--- config.mk ---
export PLATFORM = sky130hd
export DESIGN_NAME = pulse_meter
export DESIGN_NICKNAME = d
export VERILOG_FILES = /design/src/rtl/pulse_meter.sv
export SDC_FILE = /design/constraint.sdc
export NUM_CORES = 1
export LEC_CHECK = 0
export ABC_AREA = 1
export BUFFER_PORTS_ARGS = -buffer_cell sky130_fd_sc_hd__buf_2
export CAP_MARGIN = 0
export CORE_UTILIZATION = 50
export CTS_CLUSTER_SIZE = 40
export DETAILED_ROUTE_END_ITERATION = 6
export GPL_TIMING_DRIVEN = 1
export PLACE_DENSITY = 0.7
export SETUP_SLACK_MARGIN = 0.4
export SLEW_MARGIN = 20
export SYNTH_ARGS = -nofsm -noshare
export SYNTH_HDL_FRONTEND = slang
export SYNTH_SLANG_ARGS = --single-unit
--- constraint.sdc ---
create_clock -name clk -period 4 [get_ports clk]
set_input_delay 0.4 -clock clk [delete_from_list [all_inputs] [get_ports clk]]
set_output_delay 0.4 -clock clk [all_outputs]
set_load 0.02 [all_outputs]
--- src/rtl/pulse_meter.sv ---
// pulse_meter
//   Measures the high-phase and low-phase lengths of an asynchronous
//   waveform in clk cycles. After the first rising edge arms the
//   measurement, every later rising edge publishes the lengths of the
//   period that just completed. A phase that outlasts the counter range
//   aborts the measurement with a one-cycle timeout pulse.
//
// Ports
//   clk      : system clock, rising edge active
//   rst      : asynchronous active-high reset
//   en       : measurement enable (synchronous to clk)
//   sig_in   : waveform under measurement (asynchronous to clk)
//   hw_width : high-phase length of the last complete period
//   lw_width : low-phase length of the last complete period
//   period   : hw_width + lw_width, one bit wider so it never truncates
//   valid    : one-cycle pulse when the three results update
//   timeout  : one-cycle pulse when a phase overflows the counter
module pulse_meter #(
  parameter int CW = 16
) (
  input  logic          clk,
  input  logic          rst,
  input  logic          en,
  input  logic          sig_in,
  output logic [CW-1:0] hw_width,
  output logic [CW-1:0] lw_width,
  output logic [CW:0]   period,
  output logic          valid,
  output logic          timeout
);

  typedef enum logic [1:0] {
    IDLE = 2'd0,
    HIGH = 2'd1,
    LOW  = 2'd2
  } state_t;

  localparam logic [CW-1:0] CNT_ZERO = {CW{1'b0}};
  localparam logic [CW-1:0] CNT_ONE  = {{(CW-1){1'b0}}, 1'b1};
  localparam logic [CW-1:0] CNT_MAX  = {CW{1'b1}};

  logic          s1;
  logic          s2;
  logic          s3;
  logic          rise;
  logic          fall;
  state_t        state;
  logic [CW-1:0] cnt;
  logic [CW-1:0] hw_reg;

  // s1/s2 resolve metastability; s3 is the previous synchronized level.
  assign rise = s2 & ~s3;
  assign fall = ~s2 & s3;

  // Synchronizer and edge-detect delay line; runs regardless of en.
  always_ff @(posedge clk or posedge rst) begin
    if (rst) begin
      s1 <= 1'b0;
      s2 <= 1'b0;
      s3 <= 1'b0;
    end else begin
      s1 <= sig_in;
      s2 <= s1;
      s3 <= s2;
    end
  end

  // Measurement FSM with phase counter and registered results.
  always_ff @(posedge clk or posedge rst) begin
    if (rst) begin
      state    <= IDLE;
      cnt      <= CNT_ZERO;
      hw_reg   <= CNT_ZERO;
      hw_width <= CNT_ZERO;
      lw_width <= CNT_ZERO;
      period   <= {(CW+1){1'b0}};
      valid    <= 1'b0;
      timeout  <= 1'b0;
    end else begin
      valid   <= 1'b0;
      timeout <= 1'b0;
      if (!en) begin
        // Results hold; the next enable restarts from an unarmed IDLE.
        state <= IDLE;
        cnt   <= CNT_ZERO;
      end else begin
        case (state)
          IDLE: begin
            // A fall seen here has no preceding rise and is ignored.
            if (rise) begin
              state <= HIGH;
              cnt   <= CNT_ONE;
            end else begin
              cnt <= CNT_ZERO;
            end
          end
          HIGH: begin
            // The terminating edge wins over an overflow in the same cycle.
            if (fall) begin
              hw_reg <= cnt;
              cnt    <= CNT_ONE;
              state  <= LOW;
            end else if (cnt == CNT_MAX) begin
              timeout <= 1'b1;
              cnt     <= CNT_ZERO;
              state   <= IDLE;
            end else begin
              cnt <= cnt + CNT_ONE;
            end
          end
          LOW: begin
            if (rise) begin
              hw_width <= hw_reg;
              lw_width <= cnt;
              period   <= {1'b0, hw_reg} + {1'b0, cnt};
              valid    <= 1'b1;
              cnt      <= CNT_ONE;
              state    <= HIGH;
            end else if (cnt == CNT_MAX) begin
              timeout <= 1'b1;
              cnt     <= CNT_ZERO;
              state   <= IDLE;
            end else begin
              cnt <= cnt + CNT_ONE;
            end
          end
          default: begin
            state <= IDLE;
            cnt   <= CNT_ZERO;
          end
        endcase
      end
    end
  end

endmodule

### Word-level counts from Yosys, hierarchy flattened

Cells that the tools add are included.

* add/sub/neg operators: 2
* equal/unequal tests: 4
* mux-type cells: 20
* bitwise logic cells: 4
* reduce and logical (&&, ||, !) cells: 3

Operator list (count)
* two-way mux 16 bit: 4
* case mux 16 bit (3 select lines): 1
* adder 16 x 16 -> 17 bit: 1
* adder 16 x 1 -> 16 bit, second input constant: 1
* equality test 16 bit, second input constant: 1
* two-way mux 2 bit: 5
* two-way mux 1 bit: 8
* case mux 2 bit (3 select lines): 1
* AND reduction 3 bit: 2
* inequality test 3 bit, second input constant: 1
* AND 1 bit: 2
* equality test 2 x 1 -> 1 bit, second input constant: 1
* equality test 2 bit, second input constant: 1
* zero test 2 bit: 1
* inverter 1 bit: 2
* case mux 1 bit (2 select lines): 1

* bits in registers: 88
* input port bits: 4
* output and inout bits: 51
* word-level logic and storage cells: 44

### Longest topological paths before layout

* word-level depth: 5
* mapped depth: 11
* mapped depth without buffers: 11

### Least setup slack after synthesis

No wires, ideal clock.

* path type: flip-flop to flip-flop
* start: reg cnt[0]
* end: reg period[8]
* library setup time: 0.117 ns
* arrival: 1.597 ns
* required time: 3.883 ns
* path slack: 2.287 ns
* stages on the path, launching flop included: 11
* path buffers: 0
* period minus slack after synthesis: 1.713 ns
* cells stage by stage: dfrtp_1 -> ha_1 -> fa_1 -> nand2_1 -> nand2_1 -> and2_1 -> nand2_1 -> nand2_1 -> xor2_1 -> nand2_1 -> nand2_1

* longest elaborated chain between the ends: 1

Ends and longest elaborated chain
* start, declared: RTL line 48 `logic [CW-1:0] cnt;`
* start signal, assigned: RTL line 108 `cnt <= cnt + CNT_ONE;`
* start signal, assigned: RTL line 124 `cnt <= cnt + CNT_ONE;`
* adder 16 x 16 -> 17 bit: RTL line 115 `period <= {1'b0, hw_reg} + {1'b0, cnt};`
* end signal, assigned: RTL line 76 `period <= {(CW+1){1'b0}};`
* end signal, assigned: RTL line 115
* end, declared: RTL line 27 `output logic [CW:0] period,`

Every way passes these cells.
A chain may end at the register's enable or synchronous reset.

### Worst setup path in the final report

* start: reg state[0]
* end: reg period[6]

* longest elaborated chain between the ends: 2

Ends and longest elaborated chain
* start, declared: RTL line 47 `state_t state;`
* start signal, assigned: RTL line 71 `state <= IDLE;`
* start signal, assigned: RTL line 84 `state <= IDLE;`
* start signal, assigned: RTL line 91 `state <= HIGH;`
* equality test 2 bit: RTL line 87 `case (state)`
* AND reduction 3 bit (no source line)

Every way passes these cells.

==> results.sh <==
export IMPL_io_buffers=54
export IMPL_largest_register_ffs=17
export IMPL_cts_sinks=88
export IMPL_syn_nets=608
export IMPL_cts_root_buf="clkbuf_8"
export IMPL_synth_cell_area_um2=4612
export IMPL_ant_nets=0
export IMPL_antenna_found_initial=0
export IMPL_clock_latency_ns=0.36
export IMPL_layout_common_cells="nand2_1, dfrtp_1, inv_1, buf_2, o21ai_0"
export IMPL_rsz0062_at_grt="false"
export IMPL_hold_end="s1"
export IMPL_layout_setup_ws_ns=2.127
export IMPL_cp_max_fo=69
export IMPL_drt_wirelength_per_cell_um=12.79
export IMPL_p_leak_uw=0.002916
export IMPL_num_vias=3735
export IMPL_grt_total_usage_pct=21.79
export IMPL_die_x_um=98.04
export IMPL_p_sw_uw=386.8
export IMPL_finalInstanceArea_um2=5129
export IMPL_synth_top_area_share_pct=47.75
export IMPL_seq_area_frac_synth_pct=47.75
export IMPL_worstReg2RegEnd="period[6]"
export IMPL_die_area_um2=9612
export IMPL_cap_viol_max_count=0
export IMPL_post_cts_setup_buffers=0
export IMPL_hold_buffers=0
export IMPL_grt_pass1_vias=3580
export IMPL_synth_area_top_cells="dfrtp_1, nand2_1, inv_1"
export IMPL_layout_cells_non_filler=748
export IMPL_top_register="period"
export IMPL_post_cts_resized=0
export IMPL_gp_congestion=0.8602
export IMPL_worstPathRequired_ns=4.25
export IMPL_crit_type="register to register"
export IMPL_numCtsBuffers=9
export IMPL_path_clk_slew_ns=0.09
export IMPL_end_kind="register"
export IMPL_core_area_um2=8806
export IMPL_clk_path_buf_depth=2
export IMPL_reg2reg_depth=9
export IMPL_mostFrequentLayoutCell="nand2_1"
export IMPL_synth_distinct_cells=32
export IMPL_drt_iter0_drc=141
export IMPL_hpwl_mm=6.997
export IMPL_htree_num_levels=3
export IMPL_grt_pass1_wl_mm=16.86
export IMPL_grt_start_max_net_pins=70
export IMPL_period_share_pct=46.83
export IMPL_yosys_warnings=0
export IMPL_min_path_cells=1
export IMPL_p_sw_share_pct=24.66
export IMPL_holdWs_ns=0.1449
export IMPL_cts_tree="built"
export IMPL_combPwrFrac_pct=5.3
export IMPL_place_area_um2=4945
export IMPL_floorplan_initialDensity_pct=52.37
export IMPL_hold_class="primary input to register"
export IMPL_drc_errors=5
export IMPL_violations="DRC"
export IMPL_drv_slew=0
export IMPL_internal_power_uw=1182
export IMPL_hold_violations=0
export IMPL_drive_gt1_share_pct=15.00
export IMPL_pwr_share_seq_pct=57.9
export IMPL_regToRegStartpoint="state[0]"
export IMPL_overflow=0
export IMPL_antenna_cells=0
export IMPL_clock_fmax_mhz=533.8
export IMPL_synthToLayoutAreaGrowth_pct=11.20
export IMPL_fillerInstances=816
export IMPL_fin_setup_tns_ns=0
export IMPL_drt_pass1_iter_count=6
export IMPL_period_minus_slack_ns=1.873
export IMPL_status="complete, but fails checks"
export IMPL_placed_cells=732
export IMPL_yosysTopAreaCell="dfrtp_1"
export IMPL_ff2ff_setup_slack_ns=2.13
export IMPL_irDropWorstVdd_mv=0.1719
export IMPL_avgSynthCellArea_um2=7.924
export IMPL_num_rows=34
export IMPL_nets=661
export IMPL_p_per_area_nw_per_um2=305.8
export IMPL_via_per_inst=4.993
export IMPL_io_pins=55
export IMPL_setup_viol=0
export IMPL_skew_ns=0.005907
export IMPL_clockPowerShare_pct=36.8
export IMPL_arrival_ns=2.12
export IMPL_cp_start_kind="register"
export IMPL_syn_inst=582
export IMPL_die_h_um=98.04
export IMPL_synth_seq_cells=88
export IMPL_worstMarginPinSlew_ns=0.9109
export IMPL_wl_mm=9.570
export IMPL_slew_headroom_pct=39.21
export IMPL_hold_path_startpoint="sig_in"
export IMPL_pre_cts_slack_ns=2.109
==> stage by stage <==
step,util [%],power [uW]
floorplan,-,987.1
global placement,56.15,1008
detailed placement,56.15,1010
CTS,58.24,1583
global route,58.24,1628
finish,58.24,1568
==> power groups by stage <==
stage	logic, uW	registers [uW]	clock network (uW)
after floorplan	61.1	926	0
after global routing	95.2	910	623
after CTS	84.3	909	590
after detailed placement	83.8	926	0
final	82.9	908	577
after global placement	83.0	925	0
==> cell usage after synthesis <==
cell / count
nor4_4: 1
nand3b_1: 2
o21ai_1: 3
nor2_4: 1
buf_2: 5
nor3_2: 2
inv_1: 76
nand2_2: 4
fa_1: 1
nor2_1: 28
nor3_1: 9
o31ai_1: 1
nand3_2: 3
ha_1: 21
a21oi_1: 12
nor2_2: 4
dfrtp_1: 88
a21boi_0: 2
xnor2_1: 3
nand4_1: 3
nor3_4: 2
clkbuf_1: 5
xor2_1: 7
nand3_1: 26
buf_6: 4
o211ai_1: 1
and2_1: 2
o21ai_0: 40
a211oi_1: 2
nand2_1: 217
or2_2: 5
inv_2: 2
==> cells by family after synthesis <==
family                   after synthesis  share of synthesized area (%)
flip-flops                            88                          47.75
buffers and inverters                 92                          8.274
AND/OR/NAND/NOR                      309                          29.00
AO/OA/AOI/OAI                         61                          6.945
XOR/XNOR                              10                          1.899
adder cells (fa/ha/maj)               22                          6.131
==> how the worst max path moves through the flow <==
stage | cells after the start | from | end
floorplan | 1 | rst | cnt[0]
global placement | 10 | cnt[0] | period[12]
detailed placement | 8 | state[0] | period[16]
CTS | 10 | cnt[0] | period[12]
global route | 9 | state[0] | period[6]
finish | 9 | state[0] | period[6]
==> area by class of cell <==
cell class | instances | area, um^2 | share of cell area (%)
clock buffer | 12 | 155.1 | 3.025
clock inverter | 4 | 28.78 | 0.5611
inverter | 78 | 294.0 | 5.733
multi-input combinational | 402 | 2028 | 39.55
sequential | 88 | 2202 | 42.94
tap | 108 | 135.1 | 2.635
timing repair buffer | 56 | 285.3 | 5.562
==> metal layers <==
layer  GRT usage (%)  share of wire [%]
met2           33.26                 44
met4           8.275                2.0
met3           3.651                4.2
met1           31.14                 50
met5               0                  0
==> critical path, stage by stage (launching register included) <==
cell and delay [ns]:
dfrtp_1 0.41, inv_1 0.09, ha_1 0.23, inv_1 0.12
nor2_2 0.06, nand2_2 0.07, buf_4 0.47, a21oi_1 0.08
o21ai_1 0.11, nand2_1 0.06
(Power assumes the default switching activity.)
